[config.mk]
export PLATFORM = sky130hd
export DESIGN_NAME = sram_access_arbiter
export DESIGN_NICKNAME = d
export VERILOG_FILES = /design/src/rtl/sram_access_arbiter.sv
export SDC_FILE = /design/constraint.sdc
export NUM_CORES = 1
export LEC_CHECK = 0
export CAP_MARGIN = 20
export CORE_ASPECT_RATIO = 0.9
export CORE_MARGIN = 8
export CORE_UTILIZATION = 35
export DETAILED_ROUTE_END_ITERATION = 12
export PLACE_DENSITY = 0.74
export REMOVE_ABC_BUFFERS = 1
export SKIP_LAST_GASP = 1
export SYNTH_ARGS = -nofsm -noshare
export SYNTH_HDL_FRONTEND = slang
export SYNTH_SLANG_ARGS = --single-unit
[constraint.sdc]
create_clock -name Clock_50 -period 4.65 [get_ports Clock_50]
set_input_delay 0.6975 -clock Clock_50 [delete_from_list [all_inputs] [get_ports Clock_50]]
set_output_delay 0.6975 -clock Clock_50 [all_outputs]
set_load 0.05 [all_outputs]
[src/rtl/sram_access_arbiter.sv]
// Round-robin arbiter sharing one single-port SRAM among NREQ streams, with a
// bounded burst lock and a read-tag pipeline that routes data back to its requester.
module sram_access_arbiter #(
    parameter int unsigned NREQ     = 4,
    parameter int unsigned ADDR_W   = 18,
    parameter int unsigned DATA_W   = 16,
    parameter int unsigned READ_LAT = 2,
    parameter int unsigned MAX_LOCK = 4
) (
    input  logic                     Clock_50,
    input  logic                     Reset,
    input  logic [NREQ-1:0]          Req_i,
    input  logic [NREQ-1:0]          Req_we_i,
    input  logic [NREQ-1:0]          Req_lock_i,
    input  logic [NREQ*ADDR_W-1:0]   Req_addr_i,
    input  logic [NREQ*DATA_W-1:0]   Req_wdata_i,
    output logic [NREQ-1:0]          Gnt_o,
    output logic [NREQ-1:0]          Rd_valid_o,
    output logic [DATA_W-1:0]        Rd_data_o,
    output logic                     Idle_o,
    input  logic                     SRAM_ready_i,
    output logic [ADDR_W-1:0]        SRAM_address_o,
    output logic [DATA_W-1:0]        SRAM_write_data_o,
    output logic                     SRAM_we_n_o,
    input  logic [DATA_W-1:0]        SRAM_read_data_i
);

    localparam int unsigned IDX_W = (NREQ > 1) ? $clog2(NREQ) : 1;
    localparam int unsigned CNT_W = $clog2(MAX_LOCK + 1);

    typedef enum logic {ARB, LOCK} state_t;

    state_t           r_state, w_state_nxt;
    logic [IDX_W-1:0] r_ptr, w_ptr_nxt;
    logic [IDX_W-1:0] r_owner, w_owner_nxt;
    logic [CNT_W-1:0] r_cnt, w_cnt_nxt;

    logic [NREQ-1:0]   w_gnt;
    logic              w_accept;
    logic [IDX_W-1:0]  w_gnt_idx;
    logic              w_sel_we;
    logic              w_sel_lock;
    logic [ADDR_W-1:0] w_sel_addr;
    logic [DATA_W-1:0] w_sel_wdata;

    logic [ADDR_W-1:0] r_addr;
    logic [DATA_W-1:0] r_wdata;
    logic              r_we_n;
    logic [READ_LAT:0] r_tag_vld;
    logic [IDX_W-1:0]  r_tag_idx [READ_LAT+1];
    logic [NREQ-1:0]   w_rd_valid;

    function automatic logic [IDX_W-1:0] f_next(input logic [IDX_W-1:0] k);
        return ((int'(k) + 1) >= int'(NREQ)) ? '0 : k + IDX_W'(1);
    endfunction

    // State register
    always_ff @(posedge Clock_50) begin
        if (Reset) begin
            r_state <= ARB;
            r_ptr   <= '0;
            r_owner <= '0;
            r_cnt   <= '0;
        end else begin
            r_state <= w_state_nxt;
            r_ptr   <= w_ptr_nxt;
            r_owner <= w_owner_nxt;
            r_cnt   <= w_cnt_nxt;
        end
    end

    // Next-state logic; ready low freezes everything
    always_comb begin
        w_state_nxt = r_state;
        w_ptr_nxt   = r_ptr;
        w_owner_nxt = r_owner;
        w_cnt_nxt   = r_cnt;
        if (SRAM_ready_i) begin
            case (r_state)
                ARB: begin
                    if (w_accept) begin
                        w_ptr_nxt = f_next(w_gnt_idx);
                        if (w_sel_lock && (MAX_LOCK > 1)) begin
                            w_state_nxt = LOCK;
                            w_owner_nxt = w_gnt_idx;
                            w_cnt_nxt   = CNT_W'(1);
                        end
                    end
                end
                LOCK: begin
                    if (!Req_i[r_owner]) begin
                        w_state_nxt = ARB;
                    end else if (!Req_lock_i[r_owner] ||
                                 ((int'(r_cnt) + 1) >= int'(MAX_LOCK))) begin
                        w_state_nxt = ARB;
                        w_ptr_nxt   = f_next(r_owner);
                    end else begin
                        w_cnt_nxt = r_cnt + CNT_W'(1);
                    end
                end
                default: w_state_nxt = ARB;
            endcase
        end
    end

    // Grant logic
    always_comb begin
        int unsigned v_k;
        w_gnt     = '0;
        w_gnt_idx = '0;
        w_accept  = 1'b0;
        v_k       = 0;
        if (!Reset && SRAM_ready_i) begin
            if (r_state == LOCK) begin
                if (Req_i[r_owner]) begin
                    w_gnt[r_owner] = 1'b1;
                    w_gnt_idx      = r_owner;
                    w_accept       = 1'b1;
                end
            end else begin
                for (int unsigned i = 0; i < NREQ; i++) begin
                    v_k = int'(r_ptr) + i;
                    if (v_k >= NREQ) v_k = v_k - NREQ;
                    if (!w_accept && Req_i[v_k]) begin
                        w_gnt[v_k] = 1'b1;
                        w_gnt_idx  = IDX_W'(v_k);
                        w_accept   = 1'b1;
                    end
                end
            end
        end
    end

    // Mux the winning requester's command fields
    always_comb begin
        w_sel_we    = 1'b0;
        w_sel_lock  = 1'b0;
        w_sel_addr  = '0;
        w_sel_wdata = '0;
        for (int unsigned k = 0; k < NREQ; k++) begin
            if (w_gnt[k]) begin
                w_sel_we    = Req_we_i[k];
                w_sel_lock  = Req_lock_i[k];
                w_sel_addr  = Req_addr_i[k*ADDR_W +: ADDR_W];
                w_sel_wdata = Req_wdata_i[k*DATA_W +: DATA_W];
            end
        end
    end

    always_ff @(posedge Clock_50) begin
        if (Reset) begin
            r_addr  <= '0;
            r_wdata <= '0;
            r_we_n  <= 1'b1;
        end else if (w_accept) begin
            r_addr <= w_sel_addr;
            r_we_n <= ~w_sel_we;
            if (w_sel_we) r_wdata <= w_sel_wdata;
        end else begin
            r_we_n <= 1'b1;
        end
    end

    // Tag stage READ_LAT lines up with the cycle the SRAM returns read data
    always_ff @(posedge Clock_50) begin
        if (Reset) begin
            r_tag_vld <= '0;
            for (int unsigned i = 0; i <= READ_LAT; i++) r_tag_idx[i] <= '0;
        end else begin
            r_tag_vld[0] <= w_accept & ~w_sel_we;
            r_tag_idx[0] <= w_gnt_idx;
            for (int unsigned i = 1; i <= READ_LAT; i++) begin
                r_tag_vld[i] <= r_tag_vld[i-1];
                r_tag_idx[i] <= r_tag_idx[i-1];
            end
        end
    end

    always_comb begin
        w_rd_valid = '0;
        if (!Reset && r_tag_vld[READ_LAT]) w_rd_valid[r_tag_idx[READ_LAT]] = 1'b1;
    end

    assign Gnt_o             = w_gnt;
    assign Rd_valid_o        = w_rd_valid;
    assign Rd_data_o         = SRAM_read_data_i;
    assign Idle_o            = Reset | ((r_state == ARB) && (r_tag_vld == '0));
    assign SRAM_address_o    = r_addr;
    assign SRAM_write_data_o = r_wdata;
    assign SRAM_we_n_o       = r_we_n;

endmodule
=== Word-level counts from Yosys, hierarchy flattened ===
Memory sizes are Yosys's and may differ from the RTL's.
Index checks and enable logic that the tools add are counted.

* Register bits: 46
* Bits in writable memories: 6
* Input bits: 167
* Logic and storage cells: 189
* Memories: 1

{| class="wikitable"
|+ Memory list
! name !! depth !! bits a word !! rd ports !! clocked after memory_dff !! write ports !! line !! text
|-
| r_tag_idx || 3 || 2 || 3 || 0 || 3 || 50 || <nowiki>logic [IDX_W-1:0] r_tag_idx [READ_LAT+1];</nowiki>
|}

* $add $sub $neg: 13
* Magnitude comparators: 19
* Equality and inequality tests: 5
* Muxes and demuxes: 108
* Bitwise logic cells: 11
* Reductions and logical operators: 24

{| class="wikitable"
|+ Operator list
! operator !! count
|-
| $mux W32 || 12
|-
| $ge A32 B1 Y1 const B || 4
|-
| $lt A32 B3 Y1 const B || 4
|-
| $mux W18 || 4
|-
| $mux W16 || 4
|-
| $mux W4 || 14
|-
| $mux W1 || 40
|-
| $mux W2 || 15
|-
| $ge A3 B3 Y1 const B || 5
|-
| $bmux W1 S2 || 6
|-
| $demux W1 S2 || 6
|-
| $logic_and A1 B1 Y1 || 12
|-
| $mux W3 || 4
|-
| $or A4 B4 Y4 || 3
|-
| $sub A3 B3 Y4 const B || 3
|-
| $add A2 B1 Y3 const B || 3
|-
| $reduce_and A4 Y1 || 2
|-
| $add A2 B2 Y3 const B || 2
|-
| $lt A2 B3 Y1 const B || 2
|-
| $ne A2 B2 Y1 const B || 3
|-
| $pmux W3 S2 || 1
|-
| $logic_not A1 Y1 || 5
|-
| $reduce_and A5 Y1 || 1
|-
| $add A2 B1 Y2 const B || 2
|-
| 16 further kinds || 23
|}

=== Depth between registers and ports, before layout ===
* Depth after elaboration: 31
* Mapped depth: 16
* Mapped depth without buffers: 11

=== Worst setup path before layout ===
No wires, ideal clock.

* Kind: register to output
* From: register r_ptr[0]
* To: output port Gnt_o[3]
* Arrival time: 3.325 ns
* Required time: 3.953 ns
* Setup slack: 0.627 ns
* Stages on the path, launching flop included: 12
* Buffers on the path: 5
* Cells stage by stage: dfxtp_1 -> buf_2 -> buf_2 -> inv_1 -> ha_1 -> buf_2 -> mux2_2 -> or4_1 -> a21oi_4 -> a221o_1 -> clkbuf_1 -> buf_1

* Word-level cells in the longest chain between the ends: 24

{| class="wikitable"
|+ Ends and longest elaborated chain
! what !! line !! text
|-
| start, declared || 34 || <nowiki>logic [IDX_W-1:0] r_ptr, w_ptr_nxt;</nowiki>
|-
| start signal, assigned || 66 || <nowiki>r_ptr <= w_ptr_nxt;</nowiki>
|-
| branches (longest 21 deep; another with $ge A32 B1 Y1) || n/a ||
|-
| $mux W4 (*) || 124 || <nowiki>if (!w_accept && Req_i[v_k]) begin</nowiki>
|-
| $mux W4 (*) || 114 || <nowiki>if (r_state == LOCK) begin</nowiki>
|-
| $mux W4 (*) || 113 || <nowiki>if (!Reset && SRAM_ready_i) begin</nowiki>
|-
| end, declared || 17 || <nowiki>output logic [NREQ-1:0] Gnt_o,</nowiki>
|}

Mark *: on every way between the ends. The select of a mux whose other input is x is not followed.

=== Worst setup path after layout ===
* From: input port Req_i[2]
* To: register r_wdata[15] (netlist: SRAM_write_data_o[15])

* Word-level cells in the longest chain between the ends: 25

{| class="wikitable"
|+ Ends and longest elaborated chain
! what !! line !! text
|-
| start, declared || 12 || <nowiki>input logic [NREQ-1:0] Req_i,</nowiki>
|-
| $bmux W1 S2 || 124 ||
|-
| $mux W1 (not written as such) || 124 ||
|-
| $mux W1 || 124 ||
|-
| $mux W1 || 114 ||
|-
| $mux W1 || 113 ||
|-
| $logic_not A1 Y1 || 124 ||
|-
| $logic_and A1 B1 Y1 || 124 ||
|-
| $mux W1 || 124 ||
|-
| (+6 left out) || n/a ||
|-
| $mux W1 || 113 ||
|-
| $logic_not A1 Y1 || 124 ||
|-
| $logic_and A1 B1 Y1 || 124 ||
|-
| $mux W4 || 124 ||
|-
| $mux W4 || 114 ||
|-
| $mux W4 || 113 ||
|-
| $mux W1 (4 in a row) || 141 || <nowiki>if (w_gnt[k]) begin</nowiki>
|-
| $reduce_and A2 Y1 (no line) || n/a ||
|-
| end signal, assigned || 158 || <nowiki>if (w_sel_we) r_wdata <= w_sel_wdata;</nowiki>
|-
| end, declared || 47 || <nowiki>logic [DATA_W-1:0] r_wdata;</nowiki>
|}

Several ways; a longest one is shown, not always the timed one. The select of a mux whose other input is x is not followed.
A chain may end at the register's enable or synchronous reset.

==> summary.md <==
| Metric | Value |
|---|---|
| Synthesized area | 3770 um2 |
| Post-route DRC | 0 |
| Final Skew | around 11 ps |
| ANT nets after route | 0 |
| DP Wirelength | between 10 and 15 mm |
| Die Ht | 115 um |
| Total Routing Usage GR | 0.195 |
| Setup TNS Final | 0 ps |
| # setup viols final | 0 |
| Antenna violations before repair | 0 |
| Pwr Density | roughly 260 nW/um2 |
| Io pins | about 230 |
| Most frequent cell after synthesis | dfxtp_1 |
| Post-Synthesis Cells | ~460 |
| CP cell instances | clkdlybuf4s50_1 -> mux4_2 -> a21oi_1 -> a221oi_1 -> a221oi_4 -> buf_4 -> nand2b_1 -> a221o_1 -> o311ai_0 -> mux2i_1 |
| Post-route clock period utilization | 0.850 |
| Core area | around 11000 um2 |
| Latest clock arrival within the worst-skew pair | 290 ps |
| Number of synthesized register bits | 52 |
| FILL cells | 942 |
| Post-synth top flop | dfxtp_1 |
| Die area | 14400 um2 |
| Design Area, Final | 5910 um2 |
| Total grt overflow | 0 |
| Static leakage | 2.17 nW |
| Fin Hold WS | between 400 and 500 ps |
| Max H-tree Level | 2 |
| Initial Util | 0.353 |
| Synth top area share | 0.276 |
| Post-cts repair resize count | 0 |
| Largest net degree at the start of global routing | 39 |
| Vias in the first global route | 4360 |
| Avg Cell Area, Syn | roughly 8.3 um2 |
| Gpl congestion | roughly 0.8 |
| Detailed-route wire length | around 15 mm |
| Minimum clock period | 3950 ps |
| RSZ-0062 raised after global routing | no |
| Slew HR | 0.438 |
| EDFF count, synth | 0 |
| Synth cell types | between 40 and 50 |
| Final hold viol count | 0 |
| CTS tree | done |
| Clock Sink Count | 52 |
| Setup CP Type | in2reg |
| Post-synth top area cell | dfxtp_1 |
| Most instantiated cells after synthesis | 52 x dfxtp_1, 49 x nand2_1, 35 x nor2_1 |
| WP data required | 4800 ps |
| Max Cap Violations | 0 |
| Hold WC Path Type | reg2reg |
| Synth warnings | 0 |
| Layout Nets | 791 |
| Post-CTS setup buffers | 0 |
| Area Overhead vs Synth | 56.7% |
| Fmax | between 0.2 and 0.3 GHz |
| Global-route wire length before repair | 22.7 mm |
| Port buffer count | 194 |
| Max-slew violation count | 0 |
| Synth top area cells | dfxtp_1 28%, mux2i_1 5.6%, a221oi_1 5.1% |
| Tightest Pin Transition | between 800 and 900 ps |
| Via Count | about 4200 |
| Maximum vdd ir drop | 0.157 mV |
| DR pass1 iterations | 5 |
| CTS Hold Buffers Added | 0 |
| Num CTS Buffers | 5 |
| Antenna cells | 0 |
| Detailed Route Iter0 Violations | 235 |
| Worst EP arrival | 4100 ps |
| Async SR Flop Fraction | 0 |
| Crit path launch type | input port |
| Placed cell area | 5750 um2 |
| Critical path's slowest cell | mux4_2 |
| CTS clock-pin slew for the worst setup and hold paths | around 70 ps |
| Die width | approximately 130 um |
| Avg WL per Cell | 19.8 um |
| Status | finished clean |
| FP Rows | 36 |
| Share of cells above drive strength 1 | 0.0879 |
| Max FO, Critical Path | 37 |
| Crit path largest cell delay | 670 ps |
| Register area share after synthesis | 0.276 |
| Routed vias/inst | 5.59 |
| CP endpoint kind | flop |
| CTS root buffer | clkbuf_16 |
| Max Root-Sink Buffers | 2 |
==> worst paths after layout <==
path | start | end | slack (ps) | cells after the start
worst min register to register | r_tag_idx[0][1]$_SDFF_PP0_ | r_tag_idx[0][3]$_SDFF_PP0_ | 440 | 1
worst min-delay path | r_tag_idx[0][1]$_SDFF_PP0_ | r_tag_idx[0][3]$_SDFF_PP0_ | 440 | 1
worst max-delay path | Req_i[2] | SRAM_write_data_o[15]$_SDFFE_PP0P_ | 700 | 10
worst max register to register | r_ptr[0]$_SDFFE_PP0P_ | SRAM_write_data_o[15]$_SDFFE_PP0P_ | 830 | 11
==> report_power, final <==
group          internal (mW)  switching [mW]
clock                  0.253           0.166
combinational          0.295           0.319
sequential             0.480          0.0198
==> registers in the layout, summed over array words and instances (netlist names) <==
signal / count
SRAM_write_data_o: 16
SRAM_we_n_o: 1
r_ptr: 2
SRAM_address_o: 18
r_tag_vld: 3
r_state: 1
r_owner: 2
r_tag_idx: 6
r_cnt: 3
==> area by class of cell <==
type / instances / area (um2) / area share
Clock buffer: 5 / 125 / 0.0212
Clock inverter: 3 / 42.5 / 0.00719
Inverter: 12 / 45.0 / 0.00762
Multi-Input combinational cell: 330 / 2380 / 0.402
Sequential cell: 52 / 1040 / 0.176
Tap cell: 133 / 166 / 0.0281
Timing Repair Buffer: 212 / 2120 / 0.358
==> metal layers <==
metal,share of wire,routed length [um],global-route usage
met1,0.41,6140,0.234
met2,0.48,7040,0.323
met3,0.088,1300,0.0736
met4,0.021,316,0.0502
met5,0,0,0
==> kinds of logic (layout without fill, tap and decap cells) <==
group / count (synthesis) / count (layout) / synth area share
adders and majority gates: 11 / 11 / 0.0365
DFF: 52 / 52 / 0.276
and+or+nand+nor: 159 / 159 / 0.213
buffers and inverters: 74 / 232 / 0.102
AOI/OAI and AO/OA: 126 / 126 / 0.259
muxes: 34 / 34 / 0.114
==> stage by stage <==
stage	total power, mW	util	instances	setup slack [ps]
after global routing	1.60	0.554	747	480
after CTS	1.54	0.554	747	731
after global placement	1.12	0.538	739	601
final	1.53	0.554	747	698
after detailed placement	1.12	0.538	739	430
after floorplan	0.836	-	394	-2190
==> placed cells by master, fill, tap and decap left out, types with 3 or more instances in the layout <==
cell	instances
a221o_1	17
clkbuf_16	5
inv_1	11
nor3_1	3
nor2b_1	13
o21ai_0	24
a21oi_1	8
o311ai_0	16
a31oi_1	19
mux4_2	6
dfxtp_1	52
nand2_1	49
buf_4	18
or3_1	19
mux2i_1	21
a221oi_1	21
ha_1	11
a211oi_1	4
buf_12	4
mux2_2	5
nor3b_1	3
nand3b_1	3
and3_1	3
clkdlybuf4s50_1	190
nor2_1	35
and2_1	3
nand2b_1	20
==> worst max-delay path, delay by kind of cell <==
family / cells / cell delay [ps]
AOI/OAI and AO/OA: 5 / 1050
buffers and inverters: 2 / 1000
muxes: 2 / 810
and+or+nand+nor: 1 / 490
Note: power is estimated with default switching activity, not from simulation.
